**config.mk**
```make
export PLATFORM = sky130hd
export DESIGN_NAME = quad_decoder_index
export DESIGN_NICKNAME = d
export VERILOG_FILES = /design/src/rtl/quad_decoder_index.sv
export SDC_FILE = /design/constraint.sdc
export NUM_CORES = 1
export LEC_CHECK = 0
export CAP_MARGIN = 25
export CORE_ASPECT_RATIO = 0.9
export CORE_UTILIZATION = 53
export CTS_CLUSTER_SIZE = 20
export DETAILED_ROUTE_END_ITERATION = 8
export PLACE_DENSITY_LB_ADDON = 0.3
export SETUP_SLACK_MARGIN = 0.3
export SKIP_CTS_REPAIR_TIMING = 1
export SYNTH_ARGS = -nofsm -noshare
export SYNTH_HDL_FRONTEND = slang
export SYNTH_SLANG_ARGS = --single-unit
```
**constraint.sdc**
```tcl
create_clock -name clk -period 4.2 [get_ports clk]
set_input_delay 0.84 -clock clk [delete_from_list [all_inputs] [get_ports clk]]
set_output_delay 0.84 -clock clk [all_outputs]
set_load 0.05 [all_outputs]
```
**src/rtl/quad_decoder_index.sv**
```systemverilog
// quad_decoder_index: x4 quadrature decoder with illegal-transition counting and index capture
module quad_decoder_index #(
  parameter int size = 16,
  parameter int err_size = 8
) (
  input  logic                clk,
  input  logic                rst,
  input  logic [1:0]          q,
  input  logic                index,
  input  logic                err_clr,
  output logic [size-1:0]     count,
  output logic [size-1:0]     sample,
  output logic [size-1:0]     delta,
  output logic                sample_valid,
  output logic                delta_valid,
  output logic                dir,
  output logic [err_size-1:0] err_count
);
  logic armed, index_seen, index_prev;
  logic [1:0] q_prev, d;
  logic up, dn, ill, fall;
  logic [size-1:0] count_next;
  // Gray phase to ordinal: 00->0, 01->1, 11->2, 10->3; the ordinal difference classifies the step
  always_comb begin
    d = {q[1], q[1] ^ q[0]} - {q_prev[1], q_prev[1] ^ q_prev[0]};
    up = armed && d == 2'd1;
    dn = armed && d == 2'd3;
    ill = armed && d == 2'd2;
    fall = armed && index_prev && !index;
    count_next = up ? count + 1'b1 : dn ? count - 1'b1 : count;
  end
  always_ff @(posedge clk or posedge rst) begin
    if (rst) begin
      armed <= 1'b0;
      index_seen <= 1'b0;
      index_prev <= 1'b0;
      q_prev <= 2'b00;
      count <= '0;
      sample <= '0;
      delta <= '0;
      sample_valid <= 1'b0;
      delta_valid <= 1'b0;
      dir <= 1'b0;
      err_count <= '0;
    end else begin
      armed <= 1'b1;
      q_prev <= q;
      index_prev <= index;
      count <= count_next;
      if (up || dn) dir <= up;
      err_count <= err_clr ? (ill ? err_size'(1) : '0) :
                   (ill && err_count != '1) ? err_count + 1'b1 : err_count;
      sample_valid <= fall;
      delta_valid <= fall && index_seen;
      if (fall) begin
        sample <= count_next;
        index_seen <= 1'b1;
        if (index_seen) delta <= count_next - sample;
      end
    end
  end
endmodule

```
# Yosys cells after proc, flatten, opt, wreduce, memory -nomap -nowiden
# Index checks and enable logic that the tools add are counted.
[word_totals]
register_bits = 64
in_bits = 6
output_inout_bits = 59
word_cells = 38
[classes]
add_sub_neg = 5
n_eq_ne = 4
muxes = 5
n_bitwise = 2
reduce_logical = 11
[ops]
columns = ["operator", "count"]
rows = [
  ["2-to-1 mux 16 bit", 2],
  ["adder 16 x 1 -> 16 bit (second input constant)", 1],
  ["2-to-1 mux 8 bit", 2],
  ["subtractor 16 x 1 -> 16 bit (second input constant)", 1],
  ["subtractor 16 bit", 1],
  ["adder 8 x 1 -> 8 bit (second input constant)", 1],
  ["inequality test 8 bit (second input constant)", 1],
  ["logical AND 1 bit", 7],
  ["== test 2 bit (second input constant)", 2],
  ["== test 2 x 1 -> 1 bit (second input constant)", 1],
  ["AND reduction 2 bit", 1],
  ["nonzero test 2 bit", 1],
  ["subtractor 2 bit", 1],
  ["bitwise XOR 1 bit", 2],
  ["zero test 1 bit", 1],
  ["logical OR 1 bit", 1],
  ["2-to-1 mux 1 bit", 1],
]

# Logic depth before layout (Yosys ltp)
# Gate-level depths: netlist of run 1.
[depth]
depth_word = 7
depth_mapped = 16
depth_no_buf = 14

# Worst setup path after synthesis of run 1
# No wires, ideal clock.
[synth_timing]
kind = "input-to-reg"
start = "in q[0]"
end = "reg delta[12]"
setup_time_ns = 0.136
arrival_ns = 4.123
required_time_ns = 4.064
slack_ns = -0.059
stages = 14
path_buffers = 1
path_cell_list = "xnor2_1 -> ha_1 -> xor3_2 -> or4_4 -> buf_6 -> o32ai_1 -> xor2_1 -> ha_1 -> a21o_1 -> a21oi_1 -> nor2_1 -> o21ai_0 -> a2111oi_0 -> or3b_2"
[synth_between]
elab_chain_cells = 7
elab_cells_between_ends = 9
cone_classes = "add/sub (2); eq/ne (2); mux (2); bitwise (1); reduce/logical (2)"
[synth_lines]
columns = ["element", "line", "text"]
rows = [
  ["from (decl)", "8", "input logic [1:0] q,"],
  ["bitwise XOR 1 bit (*)", "25", "d = {q[1], q[1] ^ q[0]} - {q_prev[1], q_prev[1] ^ q_prev[0]};"],
  ["subtractor 2 bit (*)", "25", ""],
  ["== test 2 bit", "27", "dn = armed && d == 2'd3;"],
  ["logical AND 1 bit", "27", ""],
  ["2-to-1 mux 16 bit", "30", "count_next = up ? count + 1'b1 : dn ? count - 1'b1 : count;"],
  ["2-to-1 mux 16 bit (*)", "30", ""],
  ["named net count_next[7]", "22", "logic [size-1:0] count_next;"],
  ["subtractor 16 bit (*)", "58", "if (index_seen) delta <= count_next - sample;"],
  ["to (signal assigned)", "58", ""],
  ["to (decl)", "13", "output logic [size-1:0] delta,"],
]
# Mark *: on every way through the listed nets, which the timed path passes. The rest lies on a longest branch.
# A chain may end at the register's enable or synchronous reset.

# Worst setup path after layout of run 1
[layout_timing]
start = "in q[1]"
end = "reg delta[15]"
[layout_between]
elab_chain_cells = 7
elab_cells_between_ends = 9
cone_classes = "add/sub (2); eq/ne (2); mux (2); bitwise (1); reduce/logical (2)"
[layout_lines]
columns = ["element", "line"]
rows = [
  ["bitwise XOR 1 bit", "25"],
  ["subtractor 2 bit (*)", "25"],
  ["== test 2 bit", "27"],
  ["logical AND 1 bit", "27"],
  ["2-to-1 mux 16 bit", "30"],
  ["2-to-1 mux 16 bit (*)", "30"],
  ["named net count_next[12]", "22"],
  ["subtractor 16 bit (*)", "58"],
]
# Marks and branches as above.

==> results.cfg, run 1 <==
[run_status]
status = complete, no violations

[synthesis]
yosysSeqAreaShare = 0.450
async_flop_share = 1.00
synth_edf_count = 0
yosys.cell_types.count = 56
yosysTopAreaCellShare = 0.450
yosys.area_share.simple = 0.176
synth-compound-area-share = 0.146
syn_inst = 374
synth_area_leaders = dfrtp_1 45%, ha_1 6.7%, nand2_1 5.1%, o21ai_0 4.2%, inv_1 3.5%
muxShareOfSynthArea = 0.0306
synth_seq_cells = 64
synth_most_common_cell = dfrtp_1
synth_fa_ha_area_frac = 0.0724
yosys-top-cells-count = 64 x dfrtp_1, 48 x nand2_1, 33 x inv_1
synth_nets = 400
synth-main-ff-cell = dfrtp_1
synth_largest_area_cell = dfrtp_1
synth_top_family_by_area = simple AND/OR/NAND/NOR gates
syn_avg_cell_area_um2 = 9.52
yosys_warnings = 0
synth-xor-area-share = 0.0734
syn-cell-area_um2 = 3560

[worst_setup_path]
crit_buf_inv = 1
path_cells = clkbuf_2 > xnor2_1 > ha_1 > nand2b_4 > or4_4 > nor2_4 > a21oi_4 > xnor2_2 > ha_1 > a21oi_2 > o21ai_1 > a31o_2 > o21a_1 > or2_4 > o211ai_2
cpMostUsedCell = ha_1
slowest_delay_ns = 0.61
end_kind = flip-flop
cpLargestDelayFamily = simple AND/OR/NAND/NOR gates
critPathRequiredTime_ns = 4.47
critPathKind = in -> reg
crit_slowest_cell = or4_4
arrival_ns = 4.12
worstPathMaxFanout = 5
worstSetupStartpointType = input pin

[sta]
fin_crit_ns = 3.85
max_freq_mhz = 260
period_share = 0.917
timing.final.max_slew_violations = 0
tightest_slew_ns = 0.537
max_slew_margin = 0.642
rsz0062_at_grt = no
fin_skew_ns = 0.0117
tns_ns = 0
setup_viol = 0
hold_violations = 0

[die]
initial_core_util = 0.564
die_area_um2 = 7050
die_x_um = 88.4
ios = 65
rows = 27
coreArea_um2 = 6320
die_y_um = 79.8

[global_route]
grt_pass1_vias = 3214
grt_max_degree = 44
grt_pass1_wl_um = 15300
grt_use_total = 0.289
grt_overflow = 0
antenna_found_initial = 0

[route]
wl_per_cell_um = 17.3
first_pass_iters = 5
dr_total_vias = 3370
ant_nets = 0
routed_wl_um = 10200
viasPerCell = 5.74
drt_iter0_drc = 234
drc = 0

[clock_network]
cts.sinks = 64
tritoncts = done
cts.path.max_buffers = 2
cts.clk_slew.worst_paths_ns = 0.07
cts_root_buffer = clkbuf_8
cts-htree-levels = 3
cts_buffers = 9
clk_latency_ns = 0.34

[finish]
syn2layout_area_growth_pct = 42.7
drive_above_1_share = 0.258
fin_nets = 521
instances_no_fill = 587
n_antenna_cell = 0
final_core_util = 0.805

[placed_design]
dp_hpwl_um = 6620
gp_congestion = 0.921
dp.cells = 565
port_buffers = 64

[job]
max_cap_viol_count = 0

[hold_path]
hold_class = reg -> reg
## layer usage
metal / track usage / share of wire
met5: 0 / 0
met4: 0.132 / 0.028
met3: 0.0734 / 0.067
met2: 0.447 / 0.48
met1: 0.380 / 0.42
## area by class of cell
| cell class | count | area [µm²] |
|---|---|---|
| clock buffers | 14 | 173 |
| clock inverters | 2 | 12.5 |
| fillers | 387 | 1230 |
| inverters | 33 | 124 |
| multi-input cells | 264 | 1990 |
| flip-flops and latches | 64 | 1600 |
| well taps | 87 | 109 |
| repair buffers | 123 | 1070 |
## worst min-delay path, stage by stage, from the launching register on
cell and delay [ns]:
dfrtp_1 0.34, inv_1 0.04, nand2_1 0.05
## registers in the layout, summed over array words and instances (netlist names)
signal and cells:
count 16, delta 16, sample 16, err_count 8
q_prev 2, armed 1, delta_valid 1, dir 1
index_prev 1, index_seen 1, sample_valid 1
## final timing paths
check,startpoint,end,slack [ns],depth (start not counted)
worst max-delay path,q[1],delta[15]$_DFFE_PP0P_,0.35,15
worst min-delay path,index_seen$_DFFE_PP0P_,index_seen$_DFFE_PP0P_,0.47,2
worst max register to register,q_prev[1]$_DFF_PP0_,delta[15]$_DFFE_PP0P_,0.58,14
worst min register to register,index_seen$_DFFE_PP0P_,index_seen$_DFFE_PP0P_,0.47,2
max in group asynchronous,rst,count[7]$_DFF_PP0_,2.44,3
min in group asynchronous,rst,sample[13]$_DFFE_PP0P_,0.83,2
## logic make-up after synthesis
group | Yosys count
adder cells (fa/ha/maj) | 20
XOR/XNOR | 28
AO/OA/AOI/OAI | 83
other | 1
buffers and inverters | 46
AND/OR/NAND/NOR | 122
multiplexers | 10
flip-flops | 64
## cells in the final DEF, fill, tap and decap left out, types with 5 or more instances in the layout
cell type | Yosys | layout
a21oi_1 | 19 | 11
and3_1 | 5 | 5
nand4_1 | 9 | 9
clkbuf_8 | 0 | 12
nor3_1 | 10 | 9
buf_4 | 0 | 59
o21a_1 | 5 | 5
a21oi_2 | 0 | 7
xnor2_1 | 13 | 9
inv_1 | 33 | 32
xor2_1 | 14 | 13
dfrtp_1 | 64 | 64
clkdlybuf4s50_1 | 0 | 62
nor2_1 | 16 | 13
or3_1 | 5 | 5
mux2_2 | 7 | 7
nand2_1 | 48 | 47
o21ai_0 | 30 | 22
ha_1 | 19 | 19
nand3_1 | 9 | 8
## metrics by stage
stage	hold slack (ns)	cell area (µm²)	setup slack [ns]
2_1_floorplan	0.426	3620	0.283
3_3_place_gp	0.438	4690	-0.243
5_1_grt	0.498	5080	0.239
4_1_cts	0.465	4880	-0.0624
6_report	0.466	5080	0.347
3_5_place_dp	0.448	4690	-0.387
Power of run 1 is left out: the tool's default activity adds up to more than one toggle a clock period on the data nets, which glitch-free logic cannot reach.
==> inputs of run 2 (changes only) <==
- PLACE_DENSITY: default -> 0.91
- PLACE_DENSITY_LB_ADDON: 0.3 -> default
==> results.cfg, run 2 (synthesized netlist as in run 1, its figures left out) <==
[worst_setup_path]
rr_endpoint = delta[15]$_DFFE_PP0P_
critPathKind = in -> reg
worstPathMaxFanout = 4
end_kind = flip-flop
worstSetupStartpointType = input pin
ff2ff_path_depth = 15
critPathRequiredTime_ns = 4.49
r2r_slack_ns = 0.45
arrival_ns = 4.23
reg2reg_from = q_prev[1]$_DFF_PP0_

[finish]
drive_above_1_share = 0.259
syn2layout_area_growth_pct = 43.1
final_common_cell = dfrtp_1
n_antenna_cell = 0
fin_nets = 519
reg_top3 = count x16, delta x16, sample x16
final_cell_mix = 64 x dfrtp_1, 62 x clkdlybuf4s50_1, 57 x buf_4

[route]
wl_per_cell_um = 18.2
ant_nets = 0
routed_wl_um = 10700
drc = 0
drt_iter0_drc = 295
first_pass_iters = 5
dr_total_vias = 3446
viasPerCell = 5.89

[sta]
tightest_slew_ns = 0.750
fin_crit_ns = 3.95
holdWs_ns = 0.478
setup_viol = 0
hold_violations = 0
max_freq_mhz = 253
rsz0062_at_grt = no
fin_skew_ns = 0.0131
timing.final.max_slew_violations = 0
max_slew_margin = 0.499
period_share = 0.939

[hold_path]
hold_start = index_seen$_DFFE_PP0P_
holdPathEnd = index_seen$_DFFE_PP0P_
hold_path_depth = 2
hold_class = reg -> reg

[clock_network]
cts_buffers = 9
cts.clk_slew.worst_paths_ns = 0.08
cts-htree-levels = 3
cts.sinks = 64
cts.path.max_buffers = 2
tritoncts = done
clk_latency_ns = 0.36
cts_root_buffer = clkbuf_8

[die]
ios = 65
die_x_um = 88.4
initial_core_util = 0.564
coreArea_um2 = 6320
rows = 27
die_y_um = 79.8
die_area_um2 = 7050

[global_route]
grt_use_total = 0.290
grt_overflow = 0
grt_pass1_vias = 3183
antenna_found_initial = 0
grt_pass1_wl_um = 15500
grt_max_degree = 35

[job]
max_cap_viol_count = 0

[placed_design]
port_buffers = 64
gp_congestion = 0.922
dp_hpwl_um = 6950

[run_status]
status = complete, no violations
-- run 2: routing by layer --
metal  up-vias  wire [µm]  part of all wire  global-route usage
met1      1693       4580              0.43               0.404
li1       1540          -                 -                   -
met4         0        253             0.024              0.0710
met2       182       5100              0.48               0.454
met5         -          0                 0                   0
met3        31        742             0.070              0.0714
-- run 2: critical path, cell delays in order --
cell	delay (ns)
clkbuf_2	0.11
xnor2_2	0.13
ha_1	0.34
nor3b_2	0.25
buf_4	0.16
nand4_1	0.30
nor3_2	0.31
a31oi_4	0.07
xnor2_2	0.18
ha_1	0.37
a21oi_2	0.21
o21ai_1	0.12
a31o_2	0.27
o21a_1	0.20
or2_4	0.23
o211ai_2	0.14
-- run 2: layout make-up --
class	instances	area, µm²
multi-input combinational	264	2020
sequential	64	1600
fill	365	1220
timing repair buffer	121	1060
clock buffer	10	138
inverter	33	124
tap	87	109
clock inverter	6	45.0
-- run 2: how the worst max path moves through the flow --
stage               start                    end  slack, ns
floorplan            q[1]  delta[12]$_DFFE_PP0P_       0.28
global placement     q[1]  delta[15]$_DFFE_PP0P_      -0.28
detailed placement   q[1]  delta[15]$_DFFE_PP0P_      -0.35
CTS                  q[1]  delta[15]$_DFFE_PP0P_       0.01
global route         q[1]  delta[15]$_DFFE_PP0P_       0.12
finish               q[1]  delta[15]$_DFFE_PP0P_       0.25
-- run 2: metrics by stage --
stage / instance area (µm²) / setup WS, ns / TNS, ns / util / cells
3_3_place_gp: 4660 / -0.277 / -0.962 / 0.738 / 561
5_1_grt: 5100 / 0.119 / 0 / 0.807 / 585
3_5_place_dp: 4660 / -0.346 / -1.85 / 0.738 / 561
4_1_cts: 4850 / 0.0122 / 0 / 0.767 / 577
6_report: 5100 / 0.254 / 0 / 0.807 / 585
2_1_floorplan: 3620 / 0.283 / 0 / - / 374
Power of run 2 is left out for the same reason.
==> inputs of run 3 (changes only) <==
- CORE_ASPECT_RATIO: 0.9 -> default
- CORE_MARGIN: default -> 3
- CTS_CLUSTER_DIAMETER: default -> 60
==> results.cfg, run 3 (synthesized netlist as in run 1, its figures left out) <==
[hold_path]
hold_start = delta[13]$_DFFE_PP0P_
holdPathEnd = delta[13]$_DFFE_PP0P_
hold_class = reg -> reg
hold_path_depth = 2

[die]
die_x_um = 88.0
initial_core_util = 0.555
rows = 29
ios = 65
die_y_um = 88.0
coreArea_um2 = 6420
die_area_um2 = 7740

[route]
drt_iter0_drc = 209
wl_per_cell_um = 19.2
drc = 0
first_pass_iters = 5
ant_nets = 0
viasPerCell = 5.97
routed_wl_um = 11100
dr_total_vias = 3451

[worst_setup_path]
end_kind = flip-flop
ff2ff_path_depth = 14
cpLargestDelayFamily = simple AND/OR/NAND/NOR gates
arrival_ns = 4.32
crit_buf_inv = 1
slowest_delay_ns = 0.63
cpMostUsedCell = xnor2_2
worstPathMaxFanout = 5
critPathKind = in -> reg
reg2reg_from = q_prev[1]$_DFF_PP0_
critPathRequiredTime_ns = 4.48
worstSetupStartpointType = input pin
crit_slowest_cell = or4_4
r2r_slack_ns = 0.33
path_cells = buf_6 > xnor2_2 > ha_2 > xor3_2 > or4_4 > nor2_2 > a21oi_2 > xnor2_2 > ha_4 > a21oi_4 > o21ai_2 > a31o_2 > o21a_1 > or2_4 > o211ai_2
rr_endpoint = delta[15]$_DFFE_PP0P_

[clock_network]
cts-htree-levels = 3
cts_root_buffer = clkbuf_8
cts.sinks = 64
tritoncts = done
cts_buffers = 9
cts.path.max_buffers = 2
cts.clk_slew.worst_paths_ns = 0.09
clk_latency_ns = 0.36

[run_status]
status = complete, no violations

[sta]
max_slew_margin = 0.640
timing.final.max_slew_violations = 0
fin_crit_ns = 4.04
max_freq_mhz = 248
hold_violations = 0
postLayoutSetupSlackWorst_ns = 0.160
period_share = 0.962
setup_viol = 0
fin_skew_ns = 0.0153
tightest_slew_ns = 0.538
rsz0062_at_grt = yes

[finish]
final_common_cell = dfrtp_1
syn2layout_area_growth_pct = 47.9
drive_above_1_share = 0.307
fin_nets = 522
fillers = 336
n_antenna_cell = 0
final_cell_mix = 64 x dfrtp_1, 62 x clkdlybuf4s50_1, 57 x buf_4
reg_top3 = count x16, delta x16, sample x16

[global_route]
grt_overflow = 0
antenna_found_initial = 0
grt_pass1_wl_um = 15600
grt_use_total = 0.262
grt_pass1_vias = 3328
grt_max_degree = 33

[job]
max_cap_viol_count = 0

[placed_design]
place_ws_ns = -0.437
port_buffers = 64
gp_congestion = 0.864
dp_hpwl_um = 7130
==> run 3: layer usage <==
metal  wire [µm]  track usage  up-vias
li1            -            -     1553
met1        4530        0.328     1706
met2        5660        0.439      171
met3         735       0.0771       21
met4         193       0.0809        0
met5           0            0        -
==> run 3: worst max-delay path by stage <==
stage               from                     to  slack (ns)  cells past startpoint
CTS                 q[0]  delta[15]$_DFFE_PP0P_       -0.06                     15
finish              q[1]  delta[15]$_DFFE_PP0P_        0.16                     15
global placement    q[1]  delta[15]$_DFFE_PP0P_       -0.27                     15
detailed placement  q[0]  delta[15]$_DFFE_PP0P_       -0.44                     15
floorplan           q[1]  delta[12]$_DFFE_PP0P_        0.28                     15
global route        q[1]  delta[15]$_DFFE_PP0P_        0.10                     16
==> run 3: final cells by class <==
cell class	instances	area [µm²]	area share
inverter	33	124	0.0235
clock inverter	7	72.6	0.0138
tap	77	96.3	0.0183
sequential	64	1600	0.304
multi-input combinational	264	2140	0.406
timing repair buffer	124	1110	0.211
clock buffer	9	124	0.0235
==> run 3: worst min-delay path, delay by kind of cell (launching register included) <==
family        cells  cell delay [ns]
flops             1             0.35
simple gates      2             0.10
==> run 3: per-stage QoR <==
| stage | std cells | utilization | cell area, µm² | TNS [ns] | hold slack [ns] |
|---|---|---|---|---|---|
| 6_report | 578 | 0.820 | 5270 | 0 | 0.486 |
| 5_1_grt | 578 | 0.820 | 5270 | 0 | 0.513 |
| 4_1_cts | 568 | 0.758 | 4870 | -0.0689 | 0.481 |
| 3_5_place_dp | 552 | 0.727 | 4670 | -2.22 | 0.461 |
| 3_3_place_gp | 551 | 0.724 | 4650 | -1.28 | 0.438 |
| 2_1_floorplan | 374 | - | 3620 | 0 | 0.426 |
Power of run 3 is left out for the same reason.
